===== src/rtl/key_debounce_multi.sv =====
// key_debounce_multi
//   Multi-channel key debouncer and event generator. Each channel has a
//   2-flop synchroniser, a CE-paced stability window, and a small FSM that
//   turns a held key into press, long-press, auto-repeat and release pulses.
//   Channels share nothing except CLK, CLR_N and CE_IN.
//
// Ports
//   CLK          system clock, rising edge
//   CLR_N        asynchronous active-low reset, clears all state to 0
//   CE_IN        one-CLK sample strobe from the prescaler
//   KEY_IN       raw key inputs, active-high, asynchronous
//   KEY_LEVEL    debounced key level
//   KEY_PRESS    one-CLK pulse on debounced 0->1
//   KEY_RELEASE  one-CLK pulse on debounced 1->0
//   KEY_LONG     one-CLK pulse when the hold reaches LONG_CNT samples
//   KEY_REPEAT   one-CLK pulse every REPEAT_CNT samples after KEY_LONG
//
// Per-channel FSM
//   state | meaning
//   IDLE  | debounced level is 0
//   HELD  | level is 1, counting samples toward a long press
//   LONG  | long press reported, counting samples toward each repeat
module key_debounce_multi #(
  parameter int N_KEYS     = 4,
  parameter int STABLE_CNT = 3,
  parameter int LONG_CNT   = 100,
  parameter int REPEAT_CNT = 20,
  parameter int REPEAT_EN  = 1
) (
  input  logic              CLK,
  input  logic              CLR_N,
  input  logic              CE_IN,
  input  logic [N_KEYS-1:0] KEY_IN,
  output logic [N_KEYS-1:0] KEY_LEVEL,
  output logic [N_KEYS-1:0] KEY_PRESS,
  output logic [N_KEYS-1:0] KEY_RELEASE,
  output logic [N_KEYS-1:0] KEY_LONG,
  output logic [N_KEYS-1:0] KEY_REPEAT
);

  if (N_KEYS < 1 || STABLE_CNT < 1 || LONG_CNT < 1 || REPEAT_CNT < 1) begin : g_bad_param
    $error("key_debounce_multi: N_KEYS, STABLE_CNT, LONG_CNT and REPEAT_CNT must all be >= 1");
  end

  localparam int CNT_W  = $clog2(STABLE_CNT + 1);
  localparam int HOLD_W = $clog2(LONG_CNT + 1);
  localparam int REP_W  = $clog2(REPEAT_CNT + 1);

  // Terminal values: the event fires on the sample that would make the
  // counter reach its full count, so compare against count-1.
  localparam logic [CNT_W-1:0]  CNT_LAST  = CNT_W'(STABLE_CNT - 1);
  localparam logic [HOLD_W-1:0] HOLD_LAST = HOLD_W'(LONG_CNT - 1);
  localparam logic [REP_W-1:0]  REP_LAST  = REP_W'(REPEAT_CNT - 1);
  localparam logic              REP_ON    = (REPEAT_EN != 0);

  typedef enum logic [1:0] {
    IDLE = 2'd0,
    HELD = 2'd1,
    LONG = 2'd2
  } key_state_t;

  for (genvar i = 0; i < N_KEYS; i++) begin : g_key
    logic              sync_1, sync_2;
    logic [CNT_W-1:0]  cnt;
    logic [HOLD_W-1:0] hold_cnt;
    logic [REP_W-1:0]  rep_cnt;
    logic              level_q, press_q, release_q, long_q, rep_q;
    key_state_t        state;
    logic              differ;
    logic              accept;

    assign differ = (sync_2 != level_q);
    // Level toggle decided on this edge; overrides any hold/repeat event.
    assign accept = differ && (cnt == CNT_LAST);

    always_ff @(posedge CLK or negedge CLR_N) begin
      if (!CLR_N) begin
        sync_1 <= 1'b0;
        sync_2 <= 1'b0;
      end else begin
        sync_1 <= KEY_IN[i];
        sync_2 <= sync_1;
      end
    end

    always_ff @(posedge CLK or negedge CLR_N) begin
      if (!CLR_N) begin
        cnt       <= '0;
        hold_cnt  <= '0;
        rep_cnt   <= '0;
        level_q   <= 1'b0;
        press_q   <= 1'b0;
        release_q <= 1'b0;
        long_q    <= 1'b0;
        rep_q     <= 1'b0;
        state     <= IDLE;
      end else begin
        press_q   <= 1'b0;
        release_q <= 1'b0;
        long_q    <= 1'b0;
        rep_q     <= 1'b0;
        if (CE_IN) begin
          if (!differ) begin
            cnt <= '0;
          end else if (accept) begin
            cnt     <= '0;
            level_q <= ~level_q;
            if (level_q) release_q <= 1'b1;
            else         press_q   <= 1'b1;
          end else begin
            cnt <= cnt + 1'b1;
          end

          case (state)
            IDLE: begin
              if (accept && !level_q) begin
                state    <= HELD;
                hold_cnt <= '0;
              end
            end
            HELD: begin
              if (accept) begin
                state <= IDLE;
              end else if (hold_cnt == HOLD_LAST) begin
                state   <= LONG;
                long_q  <= 1'b1;
                rep_cnt <= '0;
              end else begin
                hold_cnt <= hold_cnt + 1'b1;
              end
            end
            LONG: begin
              if (accept) begin
                state <= IDLE;
              end else if (rep_cnt == REP_LAST) begin
                rep_cnt <= '0;
                rep_q   <= REP_ON;
              end else begin
                rep_cnt <= rep_cnt + 1'b1;
              end
            end
            default: state <= IDLE;
          endcase
        end
      end
    end

    assign KEY_LEVEL[i]   = level_q;
    assign KEY_PRESS[i]   = press_q;
    assign KEY_RELEASE[i] = release_q;
    assign KEY_LONG[i]    = long_q;
    assign KEY_REPEAT[i]  = rep_q;
  end

endmodule


===== config.mk =====
export PLATFORM = sky130hd
export DESIGN_NAME = key_debounce_multi
export DESIGN_NICKNAME = d
export VERILOG_FILES = /design/src/rtl/key_debounce_multi.sv
export SDC_FILE = /design/constraint.sdc
export NUM_CORES = 1
export LEC_CHECK = 0
export CORE_MARGIN = 1
export CORE_UTILIZATION = 55
export CTS_BUF_LIST = sky130_fd_sc_hd__clkbuf_16
export CTS_CLUSTER_SIZE = 10
export DETAILED_ROUTE_END_ITERATION = 12
export PLACE_DENSITY_LB_ADDON = 0.05
export SLEW_MARGIN = 20
export SYNTH_ARGS = -nofsm -noshare
export SYNTH_HDL_FRONTEND = slang
export SYNTH_SLANG_ARGS = --single-unit

===== constraint.sdc =====
create_clock -name CLK -period 3.25 [get_ports CLK]
set_clock_uncertainty 0.05 [all_clocks]
set_input_delay 0.8125 -clock CLK [delete_from_list [all_inputs] [get_ports CLK]]
set_output_delay 0.8125 -clock CLK [all_outputs]
set_load 0.01 [all_outputs]

## Word-level counts from Yosys, hierarchy flattened

Index checks and enable logic that the tools add are counted.

- Bits in registers: 92
- Bits of input ports: 7
- Output and inout port bits: 20
- Word-level logic and storage cells: 280

- Add/subtract/negate cells: 12
- Equal/unequal tests: 52
- Multiplexer cells: 128
- Bitwise logic cells: 4
- Reductions and logical operators: 40

Operators with widths:

| kind | number |
|---|---|
| $mux 7 | 12 |
| $mux 5 | 16 |
| $mux 1 | 64 |
| $pmux 7 s2 | 4 |
| $mux 2 | 24 |
| $ne 2x2->1 const B | 24 |
| $pmux 5 s2 | 4 |
| $reduce_and 5->1 | 8 |
| $add 7x1->7 const B | 4 |
| $eq 7x7->1 const B | 4 |
| $pmux 2 s3 | 4 |
| $add 5x1->5 const B | 4 |
| $eq 5x5->1 const B | 4 |
| $eq 2x2->1 const B | 8 |
| $reduce_and 4->1 | 4 |
| $reduce_bool 2->1 | 8 |
| $ne 3x3->1 const B | 4 |
| $reduce_and 3->1 | 4 |
| $add 2x1->2 const B | 4 |
| $eq 2x1->1 const B | 4 |
| $logic_and 1x1->1 | 8 |
| $logic_not 2->1 | 4 |
| $logic_not 1->1 | 4 |
| $ne 1x1->1 | 4 |
| $not 1->1 | 4 |

## Longest topological paths before layout

Gate-level depths: netlist of the first run.

- Word-level depth: 5
- Depth in mapped cells: 6
- Gate-level depth less buffers: 6

## Worst setup path after synthesis of the first run

OpenSTA, ideal clock, no wires.

- Path kind: flip-flop to flip-flop
- From: reg g_key[2].hold_cnt[0]
- To: reg g_key[2].hold_cnt[0]
- Library setup time: 0.125 ns
- Arrival time: 1.987 ns
- Required time: 3.075 ns
- Path slack: 1.088 ns
- Stages on the path, launching flop included: 7
- Path buffers: 0
- Period minus slack after synthesis: 2.162 ns
- Cells stage by stage: dfrtp_1 -> ha_1 -> nor4b_1 -> a311oi_1 -> or2_2 -> a22oi_2 -> mux2_2

- Longest elaborated chain between the ends: 4
- Elaborated cells on any way between the ends: 7
- Classes of those cells: add/sub: 1; eq/ne: 2; mux: 3; reduce/logical: 1

Ends and longest elaborated chain:

| what | RTL line | RTL |
|---|---|---|
| start: declaration | 65 | `logic [HOLD_W-1:0] hold_cnt;` |
| start signal: assignment | 129 | `hold_cnt <= hold_cnt + 1'b1;` |
| $add 7x1->7 | 129 |  |
| $mux 7 | 124 | `end else if (hold_cnt == HOLD_LAST) begin` |
| $mux 7 | 122 | `if (accept) begin` |
| $pmux 7 s2 | 114 | `case (state)` |

Parallel ways exist; a longest one is shown, timed or not. The select of a mux whose other input is x is not followed.
A chain may end at the register's enable or synchronous reset.

## Worst setup path after layout of the first run

- From: in CE_IN
- To: reg g_key[3].hold_cnt[4]

- Longest elaborated chain between the ends: 1

Ends and longest elaborated chain:

| what | RTL line | RTL |
|---|---|---|
| start: declaration | 32 | `input logic CE_IN,` |
| $reduce_and 5->1 (no line) | -- |  |
| end signal: assignment | 129 |  |
| end: declaration | 65 |  |

Every way passes these cells.

==> flow_metrics.tcl, run 1 <==
set metrics [dict create \
    htreeDepth 3 \
    critical-path-max-stage-delay_ps 580 \
    rsz0062_at_grt "false" \
    path_depth 6 \
    numPortBuffers 26 \
    ys.flop_type "dfrtp_1" \
    grt_first_pass_wirelength_um 15200 \
    num_io_pins 27 \
    track_usage_pct 21.5 \
    dieArea_mm2 0.00888 \
    reg2reg_setup_slack_ps 720 \
    postCtsSetupBuffers 0 \
    grt_max_degree 49 \
    crit_required_ps 3410 \
    wire_per_inst_um 14.3 \
    drc 0 \
    min_period_ps 2540 \
    hpwlAfterDp_um 5900 \
    cts.repair.resized 0 \
    synth_fp_nets 481 \
    drtPass1Iterations 4 \
    r2r_start "g_key[2].hold_cnt[0]$_DFFE_PN0P_" \
    crit_slowest_cell "clkdlybuf4s50_1" \
    r2r_end "g_key[2].hold_cnt[0]$_DFFE_PN0P_" \
    gp_congestion 0.889 \
    use_met2_pct 34.7 \
    r2r_cells 6 \
    crit_fanout 8 \
    yosysMostFrequentCell "dfrtp_1" \
    die_x_um 94.2 \
    via_count 3479 \
    cp.buffers_inverters 3 \
    power_density_mw_per_mm2 656 \
    synth_edf_count 0 \
    overflow 0 \
    synth_seq_area_share_pct 49.2 \
    area_delta_synth_final_pct 11.0 \
    ys_ff_latch 92 \
    clk_latency_ps 340 \
    min_path_type "register to register" \
    crit_arrival_ps 2700 \
    fmax_mhz 394 \
    start_kind "input pin" \
    cts_buffers 9 \
    leakage_nw 2.28 \
    use_met3_pct 2.43 \
    drive_gt1_share_pct 7.25 \
    die_height_um 94.2 \
    synth_top_cell_area_share_pct 49.2 \
    synthTopCellsByCount "92 x dfrtp_1, 40 x nand2_1, 35 x nor2_1" \
    syn_area_mm2 0.00468 \
    setup_tns_ps 0 \
    power.total_mw 3.41 \
    dr.first_iter.drc_count 134 \
    avgSynthCellArea_um2 10.0 \
    initial_utilization_pct 56.9 \
    cts_root_buf "clkbuf_16" \
    synth_cell_types 59 \
    core_mm2 0.00822 \
    antenna_found_initial 0 \
    syn-instance-count 466 \
    busiest_layer "met2" \
    synth.area.top_cells "dfrtp_1 49%, buf_4 3.2%, nand2_1 3.2%" \
    cts-hold-fix-buffers 0 \
    diodes 0 \
    crit_family "buffers and inverters" \
    clk_pin_slew_ps 60 \
    drv_cap 0 \
    cts_tree "yes" \
    fin_crit_sh_pct 78.1 \
    yosysTopAreaCell "dfrtp_1" \
    cts_sinks 92 \
    via_per_inst 5.92 \
    fillers 681 \
    num_rows 33 \
    ant_nets 0 \
    relSlewSlack_pct 53.0 \
    drv_slew 0 \
    drt-total-wl_um 8430 \
    final_hold_viol_count 0 \
    synthArstFlopShare_pct 100 \
    nNetsFinal 493 \
    end_kind "register" \
    ir_drop_mv 0.421 \
    clock_path_buffers 2 \
    cp-endpoint "g_key[3].hold_cnt[4]$_DFFE_PN0P_" \
    setup_viol 0 \
    status "complete, no violations" \
    criticalPathCategory "input pin to register" \
    tightestPinTransition_ps 696 \
    crit_start "CE_IN" \
    use_met1_pct 29.3 \
    crit_chain "clkdlybuf4s50_1 -> buf_4 -> inv_1 -> a211o_1 -> or2_2 -> o311ai_0" \
    yosys_warnings 0 \
    grt_pass1_vias 3353 \
]
## metal layers
metal / wire length (um) / vias to the layer above
met2: 3880 / 60
met4: 171 / 0
met5: 0 / -
met3: 208 / 14
met1: 4170 / 1697
li1: - / 1708
## report_power, final
| part | internal (mW) | switching, mW |
|---|---|---|
| Sequential | 1.36 | 0.282 |
| Clock | 0.513 | 0.428 |
| Combinational | 0.408 | 0.419 |
| Total | 2.28 | 1.13 |
## how the worst min path moves through the flow
| stage | to | cells after the start | from |
|---|---|---|---|
| CTS | g_key[2].sync_2$_DFF_PN0_ | 0 | g_key[2].sync_1$_DFF_PN0_ |
| floorplan | g_key[0].sync_2$_DFF_PN0_ | 0 | g_key[0].sync_1$_DFF_PN0_ |
| global placement | g_key[2].sync_2$_DFF_PN0_ | 0 | g_key[2].sync_1$_DFF_PN0_ |
| global route | g_key[1].sync_2$_DFF_PN0_ | 0 | g_key[1].sync_1$_DFF_PN0_ |
| finish | g_key[3].sync_2$_DFF_PN0_ | 0 | g_key[3].sync_1$_DFF_PN0_ |
| detailed placement | g_key[1].sync_2$_DFF_PN0_ | 0 | g_key[1].sync_1$_DFF_PN0_ |
## per-stage QoR
stage	hold WS, ps	setup WS (ps)	instances	instance area, um2	util [%]
after detailed placement	287	368	572	4930	60.0
after floorplan	281	1090	466	4680	-
final	299	712	588	5190	63.2
after global placement	282	413	572	4930	60.0
after CTS	300	707	588	5190	63.2
after global routing	306	534	588	5190	63.2
## area by class of cell
| class | count | area (um2) | share of cell area, % |
|---|---|---|---|
| well taps | 105 | 131 | 2.53 |
| clock inverters | 7 | 41.3 | 0.795 |
| clock buffers | 9 | 225 | 4.34 |
| multi-input cells | 328 | 2130 | 40.9 |
| inverters | 16 | 60.1 | 1.16 |
| repair buffers | 31 | 308 | 5.93 |
| flip-flops and latches | 92 | 2300 | 44.3 |
## sequential cells by signal, indices dropped and copies added (netlist names), 8 cells and up
name,flops
g_key.cnt,8
g_key.state,8
g_key.hold_cnt,28
g_key.rep_cnt,20
## cells in the final DEF (no fill, tap or decap), types with 4 or more instances in the layout
cell type / Yosys / routed
nor3_1: 9 / 9
dfrtp_1: 92 / 92
clkdlybuf4s50_1: 0 / 25
a22o_1: 4 / 4
and3_1: 7 / 7
inv_1: 15 / 15
nor3b_1: 9 / 9
nand3b_1: 5 / 5
o21ai_0: 24 / 24
nand2b_1: 15 / 15
buf_4: 20 / 5
a211oi_1: 5 / 5
o211ai_1: 4 / 4
a2111oi_0: 4 / 4
nand2_1: 40 / 40
ha_1: 8 / 8
nor2_1: 35 / 35
a211o_1: 5 / 5
mux2i_1: 8 / 8
mux2_2: 8 / 8
xnor2_1: 12 / 12
nand3_1: 25 / 25
o31ai_1: 5 / 5
clkbuf_16: 0 / 9
nand4_1: 5 / 5
nor2b_1: 7 / 7
a21o_1: 10 / 10
and2_1: 4 / 4
o2bb2ai_1: 5 / 5
a21oi_1: 9 / 9
## logic make-up (layout without fill, tap and decap cells)
| group | Yosys count | in the layout | synth area share, % |
|---|---|---|---|
| simple gates | 187 | 187 | 21.6 |
| fa+ha+maj | 8 | 8 | 2.14 |
| compound gates | 103 | 103 | 15.4 |
| mux | 16 | 16 | 3.64 |
| flops | 92 | 92 | 49.2 |
| buf+inv | 46 | 63 | 5.32 |
| xor+xnor | 14 | 14 | 2.62 |
No activity file was read; power rests on OpenSTA's default activity.
==> inputs of run 2 (changes only) <==
==> constraint.sdc (replaced) <==
create_clock -name CLK -period 2.56 [get_ports CLK]
set_clock_uncertainty 0.05 [all_clocks]
set_input_delay 0.64 -clock CLK [delete_from_list [all_inputs] [get_ports CLK]]
set_output_delay 0.64 -clock CLK [all_outputs]
set_load 0.01 [all_outputs]
==> run 2 against run 1 <==
Compared with the run above: sequential power up 27%; register-to-register slack worse by 420 ps; sequential cell count unchanged; critical endpoint is now g_key[2].hold_cnt[0]$_DFFE_PN0P_; critical path type is now register to register; combinational power up 32%; clock power up 47%; largest power group unchanged; first-iteration DRC count down 12%.
==> flow_metrics.tcl, run 2 (synthesis results as in run 1) <==
set metrics [dict create \
    status "complete, no violations" \
    grt_pass1_vias 3392 \
    clk_latency_ps 330 \
    drive_gt1_share_pct 8.92 \
    ant_nets 0 \
    largest_reg_flops 28 \
    initial_utilization_pct 56.9 \
    die_height_um 94.2 \
    switching_share_pct 31.6 \
    numPortBuffers 26 \
    crit_fanout 4 \
    htreeDepth 3 \
    leakage_nw 2.35 \
    dieArea_mm2 0.00888 \
    fin_area_mm2 0.00531 \
    place_inst 582 \
    wire_per_inst_um 14.7 \
    drt-total-wl_um 8800 \
    cts_sinks 92 \
    final_common_cell "dfrtp_1" \
    min_period_ps 2260 \
    rsz0062_at_grt "false" \
    final-seq-area_mm2 0.00230 \
    postCtsSetupBuffers 0 \
    cts.repair.resized 0 \
    die_x_um 94.2 \
    ir_drop_mv 0.429 \
    clock_path_buffers 2 \
    drv_slew 0 \
    core_mm2 0.00822 \
    track_usage_pct 22.2 \
    p_switching_mw 1.44 \
    criticalPathCategory "register to register" \
    drtPass1Iterations 4 \
    cts-hold-fix-buffers 0 \
    gp_congestion 0.933 \
    via_count 3488 \
    drv_cap 0 \
    setup_tns_ps 0 \
    power_density_mw_per_mm2 858 \
    final_cell_mix "92 x dfrtp_1, 40 x nand2_1, 35 x nor2_1" \
    grt_first_pass_wirelength_um 15500 \
    layout.cells.non_filler 598 \
    sequentialPowerShare_pct 45.7 \
    multiInputGateArea_mm2 0.00213 \
    overflow 0 \
    top_register "g_key.hold_cnt" \
    setup_viol 0 \
    diodes 0 \
    nNetsFinal 503 \
    cts_buffers 9 \
    final_hold_viol_count 0 \
    cts_tree "yes" \
    combPwrFrac_pct 24.0 \
    grt_max_degree 45 \
    end_kind "register" \
    fillers 656 \
    internal-power_mw 3.12 \
    dr.first_iter.drc_count 118 \
    clockPowerShare_pct 30.3 \
    num_rows 33 \
    relSlewSlack_pct 59.6 \
    area_delta_synth_final_pct 13.6 \
    cts_root_buf "clkbuf_16" \
    placed_area_mm2 0.00500 \
    power.total_mw 4.56 \
    crit_arrival_ps 2420 \
    crit_required_ps 2720 \
    num_io_pins 27 \
    fin_crit_sh_pct 88.3 \
    min_path_type "input pin to asynchronous set/reset pin" \
    reg_top3 "g_key.hold_cnt x28, g_key.rep_cnt x20" \
    clk_pin_slew_ps 60 \
    drc 0 \
    start_kind "register" \
    fmax_mhz 442 \
    via_per_inst 5.83 \
    hpwlAfterDp_um 6070 \
    antenna_found_initial 0 \
    tightestPinTransition_ps 591 \
]
## run 2: changes by cell type in the layout (fill, tap and decap cells not counted)
cell,before,now
clkinv_1,3,2
clkinvlp_4,2,1
inv_1,15,17
buf_4,5,15
inv_6,1,0
bufinv_16,0,2
clkinv_2,2,1
## run 2: power groups by stage
stage / logic, mW / registers (mW) / clock network, mW
final: 1.09 / 2.08 / 1.38
after global routing: 1.24 / 2.14 / 1.48
after CTS: 1.10 / 2.07 / 1.41
after detailed placement: 1.09 / 2.10 / 0
after global placement: 1.06 / 2.08 / 0
after floorplan: 0.894 / 1.97 / 0
## run 2: worst paths after layout
kind,from,endpoint,slack [ps],cells past startpoint
worst max-delay path,g_key[2].hold_cnt[0]$_DFFE_PN0P_,g_key[2].hold_cnt[0]$_DFFE_PN0P_,300,7
worst min-delay path,CLR_N,g_key[0].rep_q$_DFF_PN0_,160,1
worst max register to register,g_key[2].hold_cnt[0]$_DFFE_PN0P_,g_key[2].hold_cnt[0]$_DFFE_PN0P_,300,7
worst min register to register,g_key[2].sync_1$_DFF_PN0_,g_key[2].sync_2$_DFF_PN0_,300,0
max in group asynchronous,CLR_N,g_key[0].state[1]$_DFFE_PN0P_,1670,2
min in group CLK,g_key[2].sync_1$_DFF_PN0_,g_key[2].sync_2$_DFF_PN0_,300,0
## run 2: metal layers
metal  GRT usage (%)  wire (um)  share of wire (%)  up-vias
met1            29.9       4320                 49     1686
li1                -          -                  -     1731
met3            3.56        220                2.5       10
met5               0          0                  0        -
met2            35.4       4100                 47       61
met4            9.23        163                1.9        0
## run 2: worst max-delay path, cell delays in order, from the launching register on
cell      delay, ps
dfrtp_1         370
ha_1            200
nor4b_1         280
buf_4           190
a311oi_1        140
or2_2           350
a22oi_2         200
mux2_2          360
## run 2: stage by stage
step / hold slack (ps) / worst slack (ps) / util, %
4_1_cts: 167 / 324 / 64.6
3_5_place_dp: 285 / 5.98 / 60.9
2_1_floorplan: 281 / 398 / -
3_3_place_gp: 283 / 45.5 / 60.9
6_report: 160 / 300 / 64.6
5_1_grt: 187 / 132 / 64.6
## run 2: layout make-up
| cell class | count | area share (%) |
|---|---|---|
| sequential | 92 | 43.3 |
| multi-input combinational | 328 | 40.0 |
| timing repair buffer | 41 | 7.21 |
| clock buffer | 9 | 4.24 |
| tap | 105 | 2.47 |
| clock inverter | 7 | 1.58 |
| inverter | 16 | 1.13 |
